--- src/rtl/rcb_frl_msg_tx_framer.sv ---
// Fast Radio Link message-channel transmit framer: buffers upstream words and emits
// training bursts, idle fill and SYNC/payload/checksum frames, one word per clock.
module rcb_frl_msg_tx_framer #(
   parameter int unsigned DATA_WIDTH = 8,
   parameter int unsigned MSG_LEN    = 8,
   parameter int unsigned FIFO_DEPTH = 16,
   parameter int unsigned TRAIN_LEN  = 64,
   parameter logic [DATA_WIDTH-1:0] TRAIN_WORD = 8'h5C,
   parameter logic [DATA_WIDTH-1:0] SYNC_WORD  = 8'hF5,
   parameter logic [DATA_WIDTH-1:0] IDLE_WORD  = 8'h5F
) (
   input  logic                          clk,
   input  logic                          rst,
   input  logic [DATA_WIDTH-1:0]         in_data,
   input  logic                          in_valid,
   output logic                          in_ready,
   input  logic                          train_req,
   output logic [DATA_WIDTH-1:0]         dout,
   output logic                          oce,
   output logic                          busy,
   output logic                          training,
   output logic                          frame_done,
   output logic [$clog2(FIFO_DEPTH):0]   fifo_level
);

   localparam int unsigned DW   = DATA_WIDTH;
   localparam int unsigned AW   = $clog2(FIFO_DEPTH);
   localparam int unsigned LW   = AW + 1;
   localparam int unsigned CMAX = (TRAIN_LEN > FIFO_DEPTH) ? TRAIN_LEN : FIFO_DEPTH;
   localparam int unsigned CW   = $clog2(CMAX) + 1;

   localparam logic [2:0] ST_TRAIN = 3'd0;
   localparam logic [2:0] ST_IDLE  = 3'd1;
   localparam logic [2:0] ST_SYNC  = 3'd2;
   localparam logic [2:0] ST_PAY   = 3'd3;
   localparam logic [2:0] ST_CSUM  = 3'd4;

   // state names the word that goes onto dout at the next edge
   logic [2:0]    state, state_nxt;
   logic [CW-1:0] cnt, cnt_nxt;
   logic          pending, pending_nxt;
   logic [DW-1:0] acc, acc_nxt;
   logic [DW-1:0] dout_nxt;
   logic          pop, push;
   logic [LW-1:0] level_nxt;

   logic [DW-1:0] mem [FIFO_DEPTH];
   logic [AW-1:0] wr_ptr, rd_ptr;

   assign push = in_valid && in_ready;

   // next-state, next-word and checksum accumulation
   always_comb begin
      state_nxt   = state;
      cnt_nxt     = cnt;
      pending_nxt = pending;
      acc_nxt     = acc;
      dout_nxt    = IDLE_WORD;
      pop         = 1'b0;
      case (state)
         ST_TRAIN: begin
            dout_nxt = TRAIN_WORD;
            if (cnt == CW'(TRAIN_LEN - 1)) begin
               state_nxt = ST_IDLE;
               cnt_nxt   = '0;
            end else begin
               cnt_nxt = cnt + CW'(1);
            end
         end
         ST_IDLE: begin
            dout_nxt = IDLE_WORD;
            if (pending)                         state_nxt = ST_TRAIN;
            else if (fifo_level >= LW'(MSG_LEN)) state_nxt = ST_SYNC;
         end
         ST_SYNC: begin
            dout_nxt  = SYNC_WORD;
            acc_nxt   = '0;
            cnt_nxt   = '0;
            state_nxt = ST_PAY;
         end
         ST_PAY: begin
            dout_nxt = mem[rd_ptr];
            pop      = 1'b1;
            acc_nxt  = acc + mem[rd_ptr];
            if (cnt == CW'(MSG_LEN - 1)) begin
               state_nxt = ST_CSUM;
               cnt_nxt   = '0;
            end else begin
               cnt_nxt = cnt + CW'(1);
            end
         end
         ST_CSUM: begin
            dout_nxt = ~acc + DW'(1);
            if (pending)                         state_nxt = ST_TRAIN;
            else if (fifo_level >= LW'(MSG_LEN)) state_nxt = ST_SYNC;
            else                                 state_nxt = ST_IDLE;
         end
         default: begin
            state_nxt = ST_TRAIN;
            cnt_nxt   = '0;
         end
      endcase
      if (state_nxt == ST_TRAIN && state != ST_TRAIN) pending_nxt = 1'b0;
      else if (train_req && state != ST_TRAIN)        pending_nxt = 1'b1;
   end

   // occupancy after this cycle's push/pop
   always_comb begin
      level_nxt = fifo_level;
      if (push && !pop)      level_nxt = fifo_level + LW'(1);
      else if (!push && pop) level_nxt = fifo_level - LW'(1);
   end

   always_ff @(posedge clk) begin
      if (rst) begin
         state      <= ST_TRAIN;
         cnt        <= '0;
         pending    <= 1'b0;
         acc        <= '0;
         dout       <= '0;
         oce        <= 1'b0;
         busy       <= 1'b0;
         training   <= 1'b0;
         frame_done <= 1'b0;
         in_ready   <= 1'b0;
         fifo_level <= '0;
         wr_ptr     <= '0;
         rd_ptr     <= '0;
      end else begin
         state      <= state_nxt;
         cnt        <= cnt_nxt;
         pending    <= pending_nxt;
         acc        <= acc_nxt;
         dout       <= dout_nxt;
         oce        <= 1'b1;
         busy       <= (state == ST_SYNC) || (state == ST_PAY) || (state == ST_CSUM);
         training   <= (state == ST_TRAIN);
         frame_done <= (state == ST_CSUM);
         in_ready   <= (level_nxt < LW'(FIFO_DEPTH));
         fifo_level <= level_nxt;
         if (push) wr_ptr <= wr_ptr + AW'(1);
         if (pop)  rd_ptr <= rd_ptr + AW'(1);
      end
   end

   // storage needs no reset; the pointers define validity
   always_ff @(posedge clk) begin
      if (push) mem[wr_ptr] <= in_data;
   end

endmodule

--- config.mk ---
export PLATFORM = sky130hd
export DESIGN_NAME = rcb_frl_msg_tx_framer
export DESIGN_NICKNAME = d
export VERILOG_FILES = /design/src/rtl/rcb_frl_msg_tx_framer.sv
export SDC_FILE = /design/constraint.sdc
export NUM_CORES = 1
export LEC_CHECK = 0
export ABC_AREA = 1
export CAP_MARGIN = 20
export CORE_MARGIN = 3
export CORE_UTILIZATION = 50
export DETAILED_ROUTE_END_ITERATION = 10
export GPL_TIMING_DRIVEN = 1
export HOLD_SLACK_MARGIN = 0.03
export MAX_ROUTING_LAYER = met4
export PLACE_DENSITY = 0.68
export REMOVE_ABC_BUFFERS = 1
export SLEW_MARGIN = 40
export SYNTH_ARGS = -nofsm -noshare
export SYNTH_HDL_FRONTEND = slang
export SYNTH_SLANG_ARGS = --single-unit
--- constraint.sdc ---
create_clock -name clk -period 2.7 [get_ports clk]
set_input_delay 0.405 -clock clk [delete_from_list [all_inputs] [get_ports clk]]
set_output_delay 0.405 -clock clk [all_outputs]
set_load 0.05 [all_outputs]
==> out/qor.log <==
INFO  floorplan      die_height=130um
INFO  power          power_frac_clock=42.8%
INFO  synth          synth_async_sr_flop_share=0%
INFO  drt            drt_first_pass_iters=5
INFO  layout         syn2layout_area_growth=17.5%
INFO  synth          summed_instance_area_of_the_synthesized_netlist=7640um2
INFO  drt            final_antenna_net_count=0
INFO  clock_network  clk_pin_slew=70ps
INFO  setup_path     cell_by_cell_listing_of_the_critical_path=inv_6, buf_12, o21ai_1, o22ai_1, o211ai_1, nand2_1, fa_2, nand3_1, nand3_2, a21oi_2, o21bai_1, a21oi_1, o21ai_1, a21oi_1
INFO  global_routing grt_pass1_vias=5389
INFO  global_routing first_pass_grt_wire_length=27900um
INFO  synth          synth-seq-area-share=63.1%
INFO  clock_network  tritoncts=yes
INFO  synth          synth-warning-count=0
INFO  layout         nNetsFinal=828
INFO  layout         layout.cells.most_common=edfxtp_1
INFO  setup_path     worstPathRequired=3050ps
INFO  synth          synth-edff-count=128
INFO  sta            tightestPinTransition=703ps
INFO  power          cellLeakagePower=3.29nW
INFO  placement      numPortBuffers=29
INFO  clock_network  clk_latency=430ps
INFO  layout         layout-drive-gt1-share=11.1%
INFO  synth          yosys_cell_types=35
INFO  power          cell_internal_pwr=4.37mW
INFO  sta            number_of_slew_limit_violations_in_the_final_report=0
INFO  power          seq_power_share=53.4%
INFO  drt            drt_iter0_drc=656
INFO  floorplan      fp.dieArea=16800um2
INFO  sta            hold_viol_final=0
INFO  synth          synthCells=743
INFO  setup_path     timing.critical_path.fanout_max=27
INFO  global_routing grt_overflow=0
INFO  floorplan      rows=44
INFO  drt            route.detailed.vias_per_inst=5.67
INFO  power          pwr_density_cell=616nW/um2
INFO  drt            drc_errors=0
INFO  placement      dp.final_hpwl=11700um
INFO  clock_network  cts_inserted_buffers=17
INFO  layout         layout.cells.most_common_list=128 x edfxtp_1, 114 x nor2_1, 100 x nand2_1
INFO  setup_path     setup.worst_path.start_class=flip-flop
INFO  setup_path     worst_setup_path_end_kind=flip-flop
INFO  power          post-layout-total-power=5.53mW
INFO  drt            postRouteWirelength=17600um
INFO  clock_network  htree_num_levels=4
INFO  setup_path     critPathBufInv=2
INFO  worst_hold_path min_path_type=reg2reg
INFO  floorplan      die_w=130um
INFO  setup_path     critical_path_class=reg2reg
INFO  sta            rsz0062_at_grt=yes
INFO  clock_network  ctsHoldBuffers=0
INFO  setup_path     crit_family=compound AO/OA/AOI/OAI gates
INFO  setup_path     worst_path_arrival=2980ps
INFO  floorplan      pin_count=30
INFO  layout         n_fill_cell=1193
INFO  power          power_frac_comb=3.8%
INFO  synth          synthesis.area_per_instance=10.3um2
INFO  global_routing pin_count_of_the_biggest_net_entering_global_routing=41
INFO  drt            route.detailed.wl_per_inst=17.7um
INFO  sta            finalCriticalPeriod=2630ps
INFO  power          p_switching=1.16mW
INFO  synth          synth_seq_cells=177
INFO  floorplan      floorplan.core_area=14800um2
INFO  setup_path     largest_incremental_delay_on_the_critical_path=420ps
INFO  global_routing initial_antenna_violation_count=0
INFO  sta            max_clock_freq=381MHz
INFO  floorplan      floorplan.initialDensity=51.8%
INFO  sta            setup_viol_count_final=0
INFO  run            maxCapViolations=0
INFO  placement      finalWeightedCongestion=0.924
INFO  clock_network  clkSinkCount=177
INFO  synth          synth_flop_cell=edfxtp_1
INFO  power          peakVddDrop=0.389mV
INFO  sta            slew_headroom=53.0%
INFO  status         run_status=complete, no violations
INFO  layout         num_antenna_cells=0
INFO  sta            fin_crit_sh=97.3%
INFO  clock_network  clock-root-buffer=clkbuf_16
INFO  drt            vias=5634
INFO  sta            fin_worst_skew=10.3ps
INFO  sta            min_hold_slack=469ps
INFO  setup_path     critical_path.slowest_cell=fa_2
INFO  clock_network  clock_path_buffers=2
INFO  power          switching_share=21.0%
INFO  global_routing grt_usage=22.5%
INFO  layout         finish.utilization=60.8%
==> synthesized netlist by cell type, types with 2 or more instances <==
master,count,share of area [%]
o221ai_1,10,1.1
inv_1,64,3.1
nand2_1,104,5.1
o21ai_1,27,1.8
buf_2,13,0.85
nand4_1,3,0.25
nand3_1,41,2.7
nor2_1,115,5.6
or2_2,3,0.25
a31oi_1,9,0.74
inv_2,3,0.15
a21oi_1,36,2.4
buf_6,3,0.44
o21ai_0,54,3.5
nor3_2,2,0.26
o22ai_1,3,0.25
edfxtp_1,128,50
o211ai_1,21,2.1
clkbuf_1,11,0.54
ha_1,19,3.1
dfxtp_1,49,13
nor4_1,3,0.25
buf_4,3,0.29
xnor2_1,3,0.34
nor3_1,6,0.39
==> kinds of logic (layout without fill, tap and decap cells) <==
| kind of cell | count (synthesis) | count (layout) | share of synthesized area, % |
|---|---|---|---|
| adders and majority gates | 20 | 20 | 3.37 |
| buffers and inverters | 98 | 164 | 5.50 |
| DFF | 177 | 177 | 63.1 |
| and+or+nand+nor | 281 | 281 | 15.4 |
| xor gates and xnor gates | 4 | 4 | 0.459 |
| AOI/OAI and AO/OA | 163 | 163 | 12.2 |
==> sequential cells by signal, summed over array words and instances (netlist names), named ones only <==
signal      count
acc             8
busy            1
cnt             7
dout            8
fifo_level      5
frame_done      1
in_ready        1
mem           128
oce             1
pending         1
rd_ptr          4
state           3
training        1
wr_ptr          4
==> power groups by stage <==
| stage | Clock [mW] | Sequential, mW | Combinational (mW) |
|---|---|---|---|
| after floorplan | 0 | 3.04 | 0.0744 |
| after global placement | 0 | 3.01 | 0.199 |
| after detailed placement | 0 | 3.01 | 0.206 |
| after CTS | 2.39 | 2.95 | 0.206 |
| after global routing | 2.53 | 2.95 | 0.232 |
| final | 2.37 | 2.95 | 0.209 |
==> routing by layer <==
layer  global-route usage [%]  vias up  part of all wire [%]
li1                         -     2690                     -
met1                     29.8     2709                    43
met2                     34.0      194                    48
met3                     4.62       41                   6.1
met4                     9.29        0                   2.7
met5                        -        -                     0
==> worst reg2reg max path: stages, from the launching register on <==
cell and delay [ps]:
dfxtp_4 400, inv_6 90, buf_12 170, o21ai_1 130
o22ai_1 110, o211ai_1 180, nand2_1 170, fa_2 420
nand3_1 110, nand3_2 110, a21oi_2 150, o21bai_1 120
a21oi_1 180, o21ai_1 100, a21oi_1 120
==> per-stage QoR <==
stage / instances / worst slack, ps / setup TNS [ps] / cell area [um2]
6_report: 993 / 73.1 / 0 / 8970
5_1_grt: 993 / -92.4 / -144 / 8970
4_1_cts: 991 / 2.28 / 0 / 8840
3_5_place_dp: 959 / 80.2 / 0 / 8270
3_3_place_gp: 959 / 162 / 0 / 8270
2_1_floorplan: 713 / -875 / -4540 / 7480
==> path summary, 6_finish.rpt <==
kind                                        startpoint                   to  slack, ps  depth (start not counted)
worst max-delay path                         flip-flop  acc[6]$_SDFFE_PP0P_         70                         14
worst min-delay path            rd_ptr[3]$_SDFFE_PP0P_            flip-flop        470                          1
worst min register to register  rd_ptr[3]$_SDFFE_PP0P_            flip-flop        470                          1
worst max register to register               flip-flop  acc[6]$_SDFFE_PP0P_         70                         14
==> layout make-up <==
cell class / instances / area (um2) / area share, %
Clock buffer: 19 / 433 / 4.82
Clock inverter: 13 / 136 / 1.52
Inverter: 68 / 263 / 2.93
Multi-Input combinational cell: 468 / 2470 / 27.5
Sequential cell: 177 / 4830 / 53.8
Tap cell: 184 / 230 / 2.57
Timing Repair Buffer: 64 / 614 / 6.85
==> what timing repair did <==
| item | CTS | global route |
|---|---|---|
| endpoints found under the setup margin | 0 | 3 |
| resized for setup | 0 | 25 |
| setup buffers | 0 | 1 |
(Power assumes the default switching activity.)
